`config.mk`:
```
export PLATFORM = sky130hd
export DESIGN_NAME = btb_ctrl_flat
export DESIGN_NICKNAME = d
export VERILOG_FILES = /design/src/rtl/btb_ctrl_pkg.sv /design/src/rtl/btb_ctrl_if.sv /design/src/rtl/btb_ctrl_sweep_cnt.sv /design/src/rtl/btb_ctrl.sv /design/src/flat_wrapper.sv
export SDC_FILE = /design/constraint.sdc
export NUM_CORES = 1
export LEC_CHECK = 0
export BUFFER_PORTS_ARGS = -buffer_cell sky130_fd_sc_hd__buf_2
export CAP_MARGIN = 20
export CORE_MARGIN = 2
export CORE_UTILIZATION = 55
export DETAILED_ROUTE_END_ITERATION = 8
export HOLD_SLACK_MARGIN = 0.02
export PLACE_DENSITY = 0.83
export SLEW_MARGIN = 20
export SYNTH_ARGS = -nofsm -noshare
export SYNTH_HDL_FRONTEND = slang
export SYNTH_SLANG_ARGS = --single-unit
export TNS_END_PERCENT = 30
```
`constraint.sdc`:
```
create_clock -name i_clk -period 2.54 [get_ports i_clk]
set_input_delay 0.127 -clock i_clk [delete_from_list [all_inputs] [get_ports i_clk]]
set_output_delay 0.127 -clock i_clk [all_outputs]
set_load 0.05 [all_outputs]
```
`src/rtl/btb_ctrl_pkg.sv`:
```
// Shared types and constants for the BTB write-port controller.
// Holds the FSM encoding, default geometry and the update record.
package btb_ctrl_pkg;

  localparam int N_ENTRY_DEF = 32;
  localparam int IDX_W_DEF   = $clog2(N_ENTRY_DEF);

  // RV32 opcodes of the instructions that produce BTB updates
  localparam logic [6:0] OPC_BRANCH = 7'b1100011;
  localparam logic [6:0] OPC_JAL    = 7'b1101111;
  localparam logic [6:0] OPC_JALR   = 7'b1100111;

  typedef enum logic [1:0] {
    ST_INIT  = 2'd0,
    ST_IDLE  = 2'd1,
    ST_FLUSH = 2'd2
  } state_t;

  typedef struct packed {
    logic [31:0] pc;
    logic [31:0] target;
    logic        taken;
  } upd_t;

  function automatic logic is_cti(input logic [6:0] opc);
    return (opc == OPC_BRANCH) || (opc == OPC_JAL) || (opc == OPC_JALR);
  endfunction

endpackage

```
`src/rtl/btb_ctrl_if.sv`:
```
// Bundle between EX / fetch / BTB array and the BTB controller.
// master = environment side, slave = controller side.
interface btb_ctrl_if #(
  parameter int IDX_W = 5
);

  logic                  i_upd_valid;
  logic [31:0]           i_upd_pc;
  logic [31:0]           i_upd_target;
  logic                  i_upd_taken;
  logic                  i_pred_taken;
  logic [31:0]           i_pred_pc;
  logic                  i_flush_req;
  logic                  o_flush_ack;
  logic                  o_btb_we;
  logic                  o_btb_inv;
  logic [IDX_W-1:0]      o_btb_idx;
  logic [32-2-IDX_W-1:0] o_btb_tag;
  logic [31:0]           o_btb_target;
  logic                  o_btb_taken;
  logic                  o_redirect;
  logic [31:0]           o_redirect_pc;
  logic                  o_busy;
  logic [7:0]            o_drop_cnt;

  modport slave (
    input  i_upd_valid, i_upd_pc, i_upd_target, i_upd_taken,
    input  i_pred_taken, i_pred_pc, i_flush_req,
    output o_flush_ack, o_btb_we, o_btb_inv, o_btb_idx, o_btb_tag,
    output o_btb_target, o_btb_taken, o_redirect, o_redirect_pc,
    output o_busy, o_drop_cnt
  );

  modport master (
    output i_upd_valid, i_upd_pc, i_upd_target, i_upd_taken,
    output i_pred_taken, i_pred_pc, i_flush_req,
    input  o_flush_ack, o_btb_we, o_btb_inv, o_btb_idx, o_btb_tag,
    input  o_btb_target, o_btb_taken, o_redirect, o_redirect_pc,
    input  o_busy, o_drop_cnt
  );

endinterface

```
`src/rtl/btb_ctrl_sweep_cnt.sv`:
```
// Invalidate-sweep index counter shared by the INIT and FLUSH sweeps.
// Counts up while enabled and parks on the last index instead of wrapping.
module btb_sweep_cnt
  import btb_ctrl_pkg::*;
#(
  parameter int N_ENTRY = N_ENTRY_DEF,
  parameter int IDX_W   = $clog2(N_ENTRY)
) (
  input  logic             i_clk,
  input  logic             i_rst_n,
  input  logic             start,
  input  logic             en,
  output logic [IDX_W-1:0] idx,
  output logic             done
);

  localparam logic [IDX_W-1:0] LAST_IDX = IDX_W'(N_ENTRY - 1);

  logic [IDX_W-1:0] cnt_reg;

  always_ff @(posedge i_clk) begin
    if (!i_rst_n) begin
      cnt_reg <= '0;
    end else if (start) begin
      cnt_reg <= '0;
    end else if (en && (cnt_reg != LAST_IDX)) begin
      cnt_reg <= cnt_reg + 1'b1;
    end
  end

  assign idx  = cnt_reg;
  assign done = (cnt_reg == LAST_IDX);

endmodule

```
`src/rtl/btb_ctrl.sv`:
```
// BTB write-port controller: power-up/flush invalidate sweeps, buffered
// resolved-branch updates and one-cycle mispredict redirects. All outputs registered.
module btb_ctrl
  import btb_ctrl_pkg::*;
#(
  parameter int N_ENTRY = N_ENTRY_DEF,
  parameter int IDX_W   = $clog2(N_ENTRY)
) (
  input logic        i_clk,
  input logic        i_rst_n,
  btb_ctrl_if.slave  bus
);

  localparam int TAG_W = 32 - 2 - IDX_W;

  state_t           state_reg, state_next;
  upd_t             upd_in;
  upd_t             pend_reg, pend_next;
  logic             pend_vld_reg, pend_vld_next;
  upd_t             stg_reg, stg_next;
  logic             stg_vld_reg, stg_vld_next;
  logic             flush_lat_reg, flush_lat_next;
  logic             ack_due_reg, ack_due_next;
  logic [7:0]       drop_cnt_reg, drop_cnt_next;

  logic             we_reg, inv_reg, taken_reg;
  logic [IDX_W-1:0] idx_reg;
  logic [TAG_W-1:0] tag_reg;
  logic [31:0]      target_reg;
  logic             redirect_reg, flush_ack_reg, busy_reg;
  logic [31:0]      redirect_pc_reg;

  logic             cnt_start, cnt_done;
  logic [IDX_W-1:0] cnt_idx;
  logic             sweep_we, upd_we, drop_inc, ack_next;
  upd_t             wr_upd;
  logic             mispredict;

  assign upd_in = {bus.i_upd_pc, bus.i_upd_target, bus.i_upd_taken};

  btb_sweep_cnt #(
    .N_ENTRY (N_ENTRY),
    .IDX_W   (IDX_W)
  ) u_sweep_cnt (
    .i_clk   (i_clk),
    .i_rst_n (i_rst_n),
    .start   (cnt_start),
    .en      (state_reg != ST_IDLE),
    .idx     (cnt_idx),
    .done    (cnt_done)
  );

  always_ff @(posedge i_clk) begin
    if (!i_rst_n) begin
      state_reg     <= ST_INIT;
      pend_reg      <= '0;
      pend_vld_reg  <= 1'b0;
      stg_reg       <= '0;
      stg_vld_reg   <= 1'b0;
      flush_lat_reg <= 1'b0;
      ack_due_reg   <= 1'b0;
      drop_cnt_reg  <= '0;
    end else begin
      state_reg     <= state_next;
      pend_reg      <= pend_next;
      pend_vld_reg  <= pend_vld_next;
      stg_reg       <= stg_next;
      stg_vld_reg   <= stg_vld_next;
      flush_lat_reg <= flush_lat_next;
      ack_due_reg   <= ack_due_next;
      drop_cnt_reg  <= drop_cnt_next;
    end
  end

  always_comb begin
    state_next     = state_reg;
    pend_next      = pend_reg;
    pend_vld_next  = pend_vld_reg;
    stg_next       = stg_reg;
    stg_vld_next   = stg_vld_reg;
    flush_lat_next = flush_lat_reg;
    ack_due_next   = ack_due_reg;
    cnt_start      = 1'b0;
    sweep_we       = 1'b0;
    upd_we         = 1'b0;
    wr_upd         = '0;
    drop_inc       = 1'b0;
    ack_next       = 1'b0;

    case (state_reg)
      ST_INIT, ST_FLUSH: begin
        sweep_we = 1'b1;
        if (bus.i_flush_req) begin
          flush_lat_next = 1'b1;
        end
        if (bus.i_upd_valid) begin
          if (!pend_vld_reg) begin
            pend_vld_next = 1'b1;
            pend_next     = upd_in;
          end else begin
            drop_inc = 1'b1;
          end
        end
        if (cnt_done) begin
          state_next     = ST_IDLE;
          flush_lat_next = 1'b0;
          // A flush-terminated sweep owes an ack and wipes anything buffered
          if ((state_reg == ST_FLUSH) || flush_lat_reg || bus.i_flush_req) begin
            ack_due_next  = 1'b1;
            pend_vld_next = 1'b0;
            pend_next     = '0;
          end
        end
      end

      ST_IDLE: begin
        if (ack_due_reg) begin
          ack_next     = 1'b1;
          ack_due_next = 1'b0;
        end
        if (bus.i_flush_req) begin
          state_next    = ST_FLUSH;
          cnt_start     = 1'b1;
          pend_vld_next = bus.i_upd_valid;
          pend_next     = bus.i_upd_valid ? upd_in : '0;
          stg_vld_next  = 1'b0;
          stg_next      = '0;
        end else if (pend_vld_reg || stg_vld_reg) begin
          // Drain the oldest buffered update; a newcomer waits one cycle in the stage
          upd_we        = 1'b1;
          wr_upd        = pend_vld_reg ? pend_reg : stg_reg;
          pend_vld_next = 1'b0;
          pend_next     = '0;
          stg_vld_next  = bus.i_upd_valid;
          stg_next      = bus.i_upd_valid ? upd_in : '0;
        end else if (bus.i_upd_valid) begin
          upd_we = 1'b1;
          wr_upd = upd_in;
        end
      end

      default: begin
        state_next = ST_INIT;
      end
    endcase

    drop_cnt_next = (drop_inc && (drop_cnt_reg != 8'hFF)) ? drop_cnt_reg + 8'd1 : drop_cnt_reg;
  end

  assign mispredict = bus.i_upd_valid &&
                      ((bus.i_upd_taken != bus.i_pred_taken) ||
                       (bus.i_upd_taken && (bus.i_upd_target != bus.i_pred_pc)));

  always_ff @(posedge i_clk) begin
    if (!i_rst_n) begin
      we_reg          <= 1'b0;
      inv_reg         <= 1'b0;
      idx_reg         <= '0;
      tag_reg         <= '0;
      target_reg      <= '0;
      taken_reg       <= 1'b0;
      redirect_reg    <= 1'b0;
      redirect_pc_reg <= '0;
      flush_ack_reg   <= 1'b0;
      busy_reg        <= 1'b1;
    end else begin
      we_reg          <= sweep_we | upd_we;
      inv_reg         <= sweep_we;
      idx_reg         <= sweep_we ? cnt_idx : (upd_we ? wr_upd.pc[IDX_W+1:2] : '0);
      tag_reg         <= upd_we ? wr_upd.pc[31:IDX_W+2] : '0;
      target_reg      <= upd_we ? wr_upd.target : '0;
      taken_reg       <= upd_we & wr_upd.taken;
      redirect_reg    <= mispredict;
      redirect_pc_reg <= !mispredict ? 32'd0 :
                         (bus.i_upd_taken ? bus.i_upd_target : bus.i_upd_pc + 32'd4);
      flush_ack_reg   <= ack_next;
      // Tracks the state of the cycle whose write is now on the port
      busy_reg        <= (state_reg != ST_IDLE);
    end
  end

  assign bus.o_btb_we      = we_reg;
  assign bus.o_btb_inv     = inv_reg;
  assign bus.o_btb_idx     = idx_reg;
  assign bus.o_btb_tag     = tag_reg;
  assign bus.o_btb_target  = target_reg;
  assign bus.o_btb_taken   = taken_reg;
  assign bus.o_redirect    = redirect_reg;
  assign bus.o_redirect_pc = redirect_pc_reg;
  assign bus.o_flush_ack   = flush_ack_reg;
  assign bus.o_busy        = busy_reg;
  assign bus.o_drop_cnt    = drop_cnt_reg;

endmodule

```
`src/flat_wrapper.sv`:
```
// flat-port wrapper written by rule: the top's interface ports become plain ports
module btb_ctrl_flat import btb_ctrl_pkg::*;
#(
  parameter int N_ENTRY = N_ENTRY_DEF,
  parameter int IDX_W   = $clog2(N_ENTRY)
)
  (i_clk, i_rst_n, bus_i_upd_valid, bus_i_upd_pc, bus_i_upd_target, bus_i_upd_taken, bus_i_pred_taken, bus_i_pred_pc, bus_i_flush_req, bus_o_flush_ack, bus_o_btb_we, bus_o_btb_inv, bus_o_btb_idx, bus_o_btb_tag, bus_o_btb_target, bus_o_btb_taken, bus_o_redirect, bus_o_redirect_pc, bus_o_busy, bus_o_drop_cnt);
  btb_ctrl_if #(.IDX_W(IDX_W)) bus_i ();
  input logic i_clk;
  input logic i_rst_n;
  input wire logic [$bits(bus_i.i_upd_valid)-1:0] bus_i_upd_valid;
  input wire logic [$bits(bus_i.i_upd_pc)-1:0] bus_i_upd_pc;
  input wire logic [$bits(bus_i.i_upd_target)-1:0] bus_i_upd_target;
  input wire logic [$bits(bus_i.i_upd_taken)-1:0] bus_i_upd_taken;
  input wire logic [$bits(bus_i.i_pred_taken)-1:0] bus_i_pred_taken;
  input wire logic [$bits(bus_i.i_pred_pc)-1:0] bus_i_pred_pc;
  input wire logic [$bits(bus_i.i_flush_req)-1:0] bus_i_flush_req;
  output wire logic [$bits(bus_i.o_flush_ack)-1:0] bus_o_flush_ack;
  output wire logic [$bits(bus_i.o_btb_we)-1:0] bus_o_btb_we;
  output wire logic [$bits(bus_i.o_btb_inv)-1:0] bus_o_btb_inv;
  output wire logic [$bits(bus_i.o_btb_idx)-1:0] bus_o_btb_idx;
  output wire logic [$bits(bus_i.o_btb_tag)-1:0] bus_o_btb_tag;
  output wire logic [$bits(bus_i.o_btb_target)-1:0] bus_o_btb_target;
  output wire logic [$bits(bus_i.o_btb_taken)-1:0] bus_o_btb_taken;
  output wire logic [$bits(bus_i.o_redirect)-1:0] bus_o_redirect;
  output wire logic [$bits(bus_i.o_redirect_pc)-1:0] bus_o_redirect_pc;
  output wire logic [$bits(bus_i.o_busy)-1:0] bus_o_busy;
  output wire logic [$bits(bus_i.o_drop_cnt)-1:0] bus_o_drop_cnt;
  assign bus_i.i_upd_valid = bus_i_upd_valid;
  assign bus_i.i_upd_pc = bus_i_upd_pc;
  assign bus_i.i_upd_target = bus_i_upd_target;
  assign bus_i.i_upd_taken = bus_i_upd_taken;
  assign bus_i.i_pred_taken = bus_i_pred_taken;
  assign bus_i.i_pred_pc = bus_i_pred_pc;
  assign bus_i.i_flush_req = bus_i_flush_req;
  assign bus_o_flush_ack = bus_i.o_flush_ack;
  assign bus_o_btb_we = bus_i.o_btb_we;
  assign bus_o_btb_inv = bus_i.o_btb_inv;
  assign bus_o_btb_idx = bus_i.o_btb_idx;
  assign bus_o_btb_tag = bus_i.o_btb_tag;
  assign bus_o_btb_target = bus_i.o_btb_target;
  assign bus_o_btb_taken = bus_i.o_btb_taken;
  assign bus_o_redirect = bus_i.o_redirect;
  assign bus_o_redirect_pc = bus_i.o_redirect_pc;
  assign bus_o_busy = bus_i.o_busy;
  assign bus_o_drop_cnt = bus_i.o_drop_cnt;
  btb_ctrl #(.N_ENTRY(N_ENTRY), .IDX_W(IDX_W)) u_core (.i_clk(i_clk), .i_rst_n(i_rst_n), .bus(bus_i));
endmodule
```
# After elaboration in Yosys (flattened, before gate mapping)
# Index checks and enable logic that the tools add are counted.
[classes]
add_sub_neg = 3
n_mul = 0
n_div = 0
order_cmp = 0
eq_ne = 12
n_shift = 0
mux = 44
bitwise_logic = 5
n_reduce_logical = 22
[op_table]
columns = ["op", "count"]
rows = [
  ["65-bit 2-to-1 mux", 11],
  ["65-bit case mux with 2 select lines", 1],
  ["40-bit 2-to-1 mux", 2],
  ["32-bit by 3-bit adder with 32-bit output, second input constant", 1],
  ["32-bit 2-to-1 mux", 1],
  ["32-bit != test", 1],
  ["1-bit 2-to-1 mux", 22],
  ["2-bit AND reduction", 6],
  ["5-bit 2-to-1 mux", 2],
  ["8-bit by 1-bit adder with 8-bit output, second input constant", 1],
  ["8-bit != test, second input constant", 1],
  ["2-bit by 1-bit != test with 1-bit output, second input constant", 3],
  ["2-bit nonzero test", 3],
  ["5-bit by 1-bit adder with 5-bit output, second input constant", 1],
  ["5-bit == test, second input constant", 1],
  ["5-bit != test, second input constant", 1],
  ["1-bit logical AND", 4],
  ["1-bit logical OR", 4],
  ["2-bit 2-to-1 mux", 2],
  ["1-bit case mux with 2 select lines", 2],
  ["2-bit case mux with 2 select lines", 1],
  ["2-bit OR reduction", 2],
  ["4-bit OR reduction", 1],
  ["3-bit by 2-bit != test with 1-bit output, second input constant", 1],
  ["other kinds (9)", 11],
]
[word_totals]
reg_bits = 249
latchBits = 0
ramBits = 0
rom_bits = 0
in_bits = 102
output_inout_bits = 108
wordCells = 109
mem_count = 0

# Longest topological paths before layout
# Gate-level depths: netlist (run 1).
[depth]
ltp_word = 6
depth_mapped = 9
depth_no_buf = 8

# Hierarchy
# From an unflattened synthesis (run 1), not the netlist that was laid out.
[unflattened]
cells_unflattened = 1116
area_unflattened_um2 = 10380.0
[modules_own_cells]
columns = ["mod", "instances", "cells_each", "area_each_um2", "seq_area_each_um2"]
rows = [
  ["btb_ctrl", 1, 1090, 10141.0, 4804.6],
  ["btb_sweep_cnt", 1, 26, 239.0, 100.1],
]

# Worst setup path after synthesis (run 1)
# Ideal clock, no wire load.
[synth_timing]
path_kind = "register -> register"
startpoint = "reg u_core.u_sweep_cnt.cnt_reg[0], in the netlist u_core.u_sweep_cnt.idx[0]"
endpoint = "reg u_core.pend_reg[45] in the netlist's numbering"
setup_ps = 57
t_arrival_ps = 1836
t_required_ps = 2483
path_slack_ps = 647
stages_incl_launch_ff = 9
path_buffers = 1
synth_period_minus_slack_ps = 1893
path_cell_list = "dfxtp_1 ha_1 and3_1 ha_1 o31ai_1 nand3b_1 a21oi_2 buf_2 a22o_2"
[synth_via]
elab_chain_len = 3
[synth_lines]
columns = ["element", "line_no", "source"]
rows = [
  ["start: declaration", "btb_ctrl_sweep_cnt.sv:19", "logic [IDX_W-1:0] cnt_reg;"],
  ["start signal: assignment", "btb_ctrl_sweep_cnt.sv:27", "cnt_reg <= cnt_reg + 1'b1;"],
  ["5-bit == test", "btb_ctrl_sweep_cnt.sv:32", "assign done = (cnt_reg == LAST_IDX);"],
  ["65-bit 2-to-1 mux", "btb_ctrl.sv:104", "if (cnt_done) begin"],
  ["65-bit case mux with 2 select lines", "btb_ctrl.sv:90", "case (state_reg)"],
  ["end signal: assignment", "btb_ctrl.sv:65", "pend_reg <= pend_next;"],
  ["end: declaration", "btb_ctrl.sv:18", "upd_t pend_reg, pend_next;"],
]
# No other way between the ends.
# A chain may end at the register's enable or synchronous reset.

# Final worst setup path (run 1)
[layout_timing]
startpoint = "reg u_core.u_sweep_cnt.cnt_reg[0], in the netlist u_core.u_sweep_cnt.idx[0]"
endpoint = "reg u_core.pend_reg[6] in the netlist's numbering"
# Same word-level chain as after synthesis.

==> results of run 1 <==
## report_power, final
group / switching, µW / internal, µW
clock: 1490 / 2080
sequential: 62.0 / 3940
combinational: 594 / 354
## kinds of logic (layout without fill, tap and decap cells)
family | after synthesis | count (layout) | share of synthesized area
mux | 16 | 16 | 0.0159
fa+ha+maj | 4 | 4 | 0.00495
flops | 245 | 245 | 0.485
compound gates | 303 | 303 | 0.229
simple gates | 348 | 348 | 0.154
buf+inv | 108 | 350 | 0.0549
xor+xnor | 64 | 64 | 0.0555
## cells in the final DEF, fill, tap and decap left out, drive strengths merged, types with 16 or more instances in the layout
cell	instances
a21oi	77
a22o	64
a22oi	124
buf	231
clkbuf	35
dfxtp	245
dlygate4sd3	66
mux2i	16
nand2	22
nand3	21
nand4	16
nor2	227
nor3	31
xor2	55
## what timing repair did
item                      in CTS  in global routing
hold endpoints to repair     130                  0
hold buffers                  66                  0
gates resized for setup        0                  0
## worst paths after layout
check | to | slack, ns | depth (start not counted)
worst max-delay path | u_core.pend_reg[6] | 0.25 | 8
worst max register to register | u_core.pend_reg[6] | 0.25 | 8
worst min register to register | u_core.pend_reg[52] | 0.48 | 1
worst min-delay path | u_core.pend_reg[17] | 0.04 | 2
## metrics by stage
stage                     worst slack (ns)  utilization  hold WS [ns]  instances  cell area, µm²
after floorplan                      0.647            -         0.260       1088           10100
after global placement               0.384        0.623         0.410       1448           11200
after detailed placement             0.316        0.623         0.425       1448           11200
after CTS                            0.286        0.704        0.0248       1558           12600
after global routing                 0.128        0.706        0.0244       1559           12700
final                                0.249        0.706        0.0449       1559           12700
## area by class of cell
type	instances	area (µm²)	share of cell area
Sequential cell	245	4910	0.387
Multi-Input combinational cell	735	4690	0.370
Timing Repair Buffer	297	1950	0.154
Clock buffer	35	723	0.0571
Tap cell	229	287	0.0226
Clock inverter	9	73.8	0.00582
Inverter	9	36.3	0.00286
## critical path, cell delays in order, from the launching register on
cell,delay [ns]
dfxtp_1,0.35
ha_1,0.23
and3_1,0.19
ha_1,0.28
o31ai_1,0.16
nand3b_1,0.19
a21oi_4,0.18
buf_4,0.41
a22o_1,0.23
## metal layers
layer,GRT usage,vias up
met5,0,-
met4,0.126,0
met1,0.410,4521
met2,0.510,538
met3,0.0420,101
li1,-,4337
==> results.py, run 1 <==
metrics = {
    "status": {
        "outcome": "complete, no violations",
    },
    "sta": {
        "drv_slew": 0,
        "fin_crit_ns": 2.29,
        "skew_ns": 0.0149,
        "setup_viol": 0,
        "grt_setup_unrepaired": "no",
        "fmax_mhz": 436,
        "tightest_slew_ns": 1.04,
        "finalHoldViolCount": 0,
        "final.setup.tns_ns": 0,
        "fin_crit_sh": 0.902,
        "relSlewSlack": 0.304,
    },
    "clock_tree": {
        "cts_buffer_depth": 3,
        "post_cts_buffers": 0,
        "cts_sinks": 245,
        "numCtsBuffers": 25,
        "path_clk_slew_ns": 0.06,
        "cts.htree.levels": 1,
        "cts_root_buf": "clkbuf_16",
        "insertion_delay_ns": 0.53,
        "cts_tree": "done",
    },
    "synthesis": {
        "synthDominantCellAreaShare": 0.485,
        "ys.warnings.count": 0,
        "synthFlopType": "dfxtp_1",
        "yosysTopAreaCell": "dfxtp_1",
        "synthesis.area_um2": 10100,
        "synthTopCellsByArea": "dfxtp_1 (49%), a22oi_1 (9.2%), nor2_1 (8.4%), a22o_1 (5.5%), xor2_1 (4.8%)",
        "synthTopCellsByCount": "dfxtp_1 (245), nor2_1 (227), a22oi_1 (124)",
        "synth.avg_cell_area_um2": 9.29,
        "postSynth.asyncResetShare": 0,
        "synth_edf_count": 0,
        "synth_nets": 1194,
        "synth_cell_types": 56,
        "synth-seq-cells": 245,
        "seq_area_frac_synth": 0.485,
        "yosys.cell_count.top_type": "dfxtp_1",
        "netlist_instances": 1088,
    },
    "power": {
        "p_total_uw": 8520,
        "leakagePower_uw": 0.00538,
        "power_density_nw_per_um2": 672,
        "max-vdd-ir-drop_uv": 597,
    },
    "die": {
        "start_util": 0.562,
        "die_h_um": 140,
        "die_area_um2": 19500,
        "coreArea_um2": 18000,
        "rows": 49,
        "pin_count": 210,
        "die_w_um": 140,
    },
    "critical_path": {
        "cp_max_fo": 37,
        "r2r_start": "u_core.u_sweep_cnt.idx[0]",
        "critPathArrivalTime_ns": 2.75,
        "worstSetupStartpoint": "u_core.u_sweep_cnt.idx[0]",
        "path_class": "reg -> reg",
        "start_kind": "flop",
        "endpoint_kind": "flop",
        "cp.required_ns": 2.99,
    },
    "drt": {
        "met3_length_um": 2490,
        "detail-route-antenna-nets": 0,
        "wl_met2_um": 14900,
        "avgViaCountPerCell": 6.09,
        "drt-total-wl_um": 31300,
        "wirelength_met1_um": 12700,
        "wire_per_inst_um": 20.1,
        "top_layer": "met4",
        "drc": 0,
        "vias": 9497,
        "drt_first_pass_iters": 8,
        "drt-initial-drc-count": 1095,
    },
    "min_path": {
        "holdCritPathClass": "in -> reg",
        "hp-start": "bus_i_upd_target[16]",
    },
    "grt": {
        "antenna_found_initial": 0,
        "grt_usage": 0.308,
        "grt_pass1_vias": 9045,
        "grt_pass1_wl_um": 48600,
        "grt_max_degree": 104,
        "gr-total-overflow": 0,
    },
    "place": {
        "routabilityCongestion": 0.898,
        "dp_hpwl_um": 19300,
        "port-buffer-count": 209,
    },
    "layout": {
        "antennaDiodeCount": 0,
        "drive_above_1_share": 0.229,
        "fin_nets": 1419,
        "num-fill-cells": 1326,
        "area_delta_synth_final_pct": 25.4,
    },
    "run": {
        "drv_cap": 0,
    },
}
(Power assumes the default switching activity.)
==> run 2: changes to the inputs <==
BUFFER_PORTS_ARGS = default   (was -buffer_cell sky130_fd_sc_hd__buf_2)
CORE_UTILIZATION = 60   (was 55)
DONT_BUFFER_PORTS = 1   (was default)
PLACE_DENSITY = 0.79   (was 0.83)
==> run 2 against run 1 <==
- total power is 2.1% higher
- non-clock buffer count is 204 lower
- utilization is 0.45 points higher
- routed wire length is 2.6% lower
- cell count is 13% lower
- clock skew is 0.013 ns higher
- clock-buffer cell count is 2 higher
- first-iteration DRC count is 4.8% higher
- maximum frequency is 4.0% higher
==> results.py, run 2 (synthesized netlist as in run 1, its figures left out) <==
metrics = {
    "critical_path": {
        "crit_chain": "ha_1 -> and3_1 -> ha_1 -> o31ai_1 -> nand2_1 -> a21oi_1 -> o21a_1 -> dlygate4sd3_1",
        "crit_top_cell": "ha_1",
        "slowest_delay_ns": 0.55,
        "path_class": "reg -> reg",
        "path_buf_inv": 1,
        "endpoint_kind": "flop",
        "cp_top_family": "buffers and inverters",
        "cp_max_fo": 6,
        "critPathArrivalTime_ns": 2.60,
        "slowest_stage": "dlygate4sd3_1",
        "start_kind": "flop",
        "cp.required_ns": 2.93,
    },
    "sta": {
        "drv_slew": 0,
        "fin_crit_ns": 2.20,
        "fin_crit_sh": 0.867,
        "finalHoldViolCount": 0,
        "skew_ns": 0.0275,
        "fmax_mhz": 454,
        "relSlewSlack": 0.291,
        "final.setup.tns_ns": 0,
        "layout_setup_ws_ns": 0.337,
        "tightest_slew_ns": 1.06,
        "setup_viol": 0,
        "grt_setup_unrepaired": "no",
    },
    "layout": {
        "fin_nets": 1215,
        "layout_common_cells": "dfxtp_1 (243), nor2_1 (227), a22oi_1 (124), a21oi_1 (75), dlygate4sd3_1 (69)",
        "final_common_cell": "dfxtp_1",
        "area_delta_synth_final_pct": 16.1,
        "drive_above_1_share": 0.0887,
        "final_area_um2": 11700,
        "fin_cells": 1350,
    },
    "drt": {
        "drc": 0,
        "drt-initial-drc-count": 1148,
        "wire_per_inst_um": 22.6,
        "drt-total-wl_um": 30500,
        "drt_first_pass_iters": 6,
        "detail-route-antenna-nets": 0,
        "vias": 8735,
        "avgViaCountPerCell": 6.47,
    },
    "place": {
        "dp_hpwl_um": 18200,
        "port-buffer-count": 0,
        "placed_cells": 1233,
        "routabilityCongestion": 0.880,
        "dp_slack_ns": 0.414,
        "placed_area_um2": 10100,
    },
    "grt": {
        "grt_max_degree": 104,
        "gr-total-overflow": 0,
        "grt_pass1_wl_um": 46400,
        "grt_pass1_vias": 8193,
        "grt_usage": 0.329,
        "antenna_found_initial": 4,
    },
    "run": {
        "drv_cap": 0,
    },
    "clock_tree": {
        "cts_root_buf": "clkbuf_16",
        "cts_buffer_depth": 3,
        "numCtsBuffers": 25,
        "cts.htree.levels": 1,
        "post_cts_buffers": 0,
        "cts_sinks": 245,
        "insertion_delay_ns": 0.53,
        "cts_tree": "done",
        "path_clk_slew_ns": 0.06,
    },
    "power": {
        "p_total_uw": 8700,
        "leakagePower_uw": 0.00444,
        "max-vdd-ir-drop_uv": 490,
        "power_density_nw_per_um2": 741,
    },
    "status": {
        "outcome": "complete, no violations",
    },
    "die": {
        "pin_count": 210,
        "die_area_um2": 17900,
        "die_h_um": 134,
        "coreArea_um2": 16500,
        "die_w_um": 134,
        "rows": 47,
        "start_util": 0.611,
    },
    "min_path": {
        "holdCritPathClass": "in -> reg",
    },
}
run 2: cell count changes in the layout (fill, tap and decap cells not counted), sizes merged:
| cell | previous run | this run |
|---|---|---|
| buf | 231 | 24 |
| bufinv | 1 | 3 |
| clkbuf | 35 | 37 |
| clkinv | 7 | 3 |
| clkinvlp | 0 | 2 |
| diode | 0 | 2 |
| dlygate4sd3 | 66 | 69 |
run 2: worst paths after layout:
kind / to / slack (ns) / from / cells after the start
setup / recovery: u_core.pend_vld_reg / 0.34 / u_core.u_sweep_cnt.idx[0] / 8
hold reg to reg: u_core.pend_reg[53] / 0.48 / u_core.pend_reg[53] / 1
setup reg to reg: u_core.pend_vld_reg / 0.34 / u_core.u_sweep_cnt.idx[0] / 8
hold / removal: u_core.bus.o_redirect_pc[15] / 0.03 / bus_i_upd_pc[14] / 3
run 2: tightest hold or removal path: stages:
cell,delay (ns)
a211o_2,0.10
o211ai_1,0.08
nor3_1,0.18
run 2: metrics by stage:
step | util | hold slack [ns]
5_1_grt | 0.710 | 0.0396
6_report | 0.710 | 0.0291
4_1_cts | 0.710 | 0.0208
3_3_place_gp | 0.614 | 0.252
3_5_place_dp | 0.614 | 0.249
2_1_floorplan | - | 0.260
run 2: routing by layer:
metal	track usage	wire, µm	vias up
met5	0	27	-
met4	0.156	1410	4
met3	0.101	3420	112
met2	0.489	13400	558
met1	0.437	12200	4141
li1	-	-	3920
run 2: timing repair:
action,4_1_cts,5_1_grt
hold buffers,69,0
resized for setup,0,0
hold endpoints to repair,231,0
run 2: final cells by class:
| cell class | instances | area, µm² |
|---|---|---|
| diodes | 2 | 5.00 |
| clock buffers | 37 | 762 |
| clock inverters | 9 | 129 |
| fillers | 1244 | 4790 |
| inverters | 9 | 36.3 |
| multi-input cells | 735 | 4680 |
| flip-flops and latches | 245 | 4910 |
| well taps | 220 | 275 |
| repair buffers | 93 | 933 |
run 2: report_power, final:
part	leakage (µW)	switching, µW	internal, µW
combinational	0.00202	405	286
clock	0.000434	1520	2380
sequential	0.00199	167	3940
total	0.00444	2090	6610
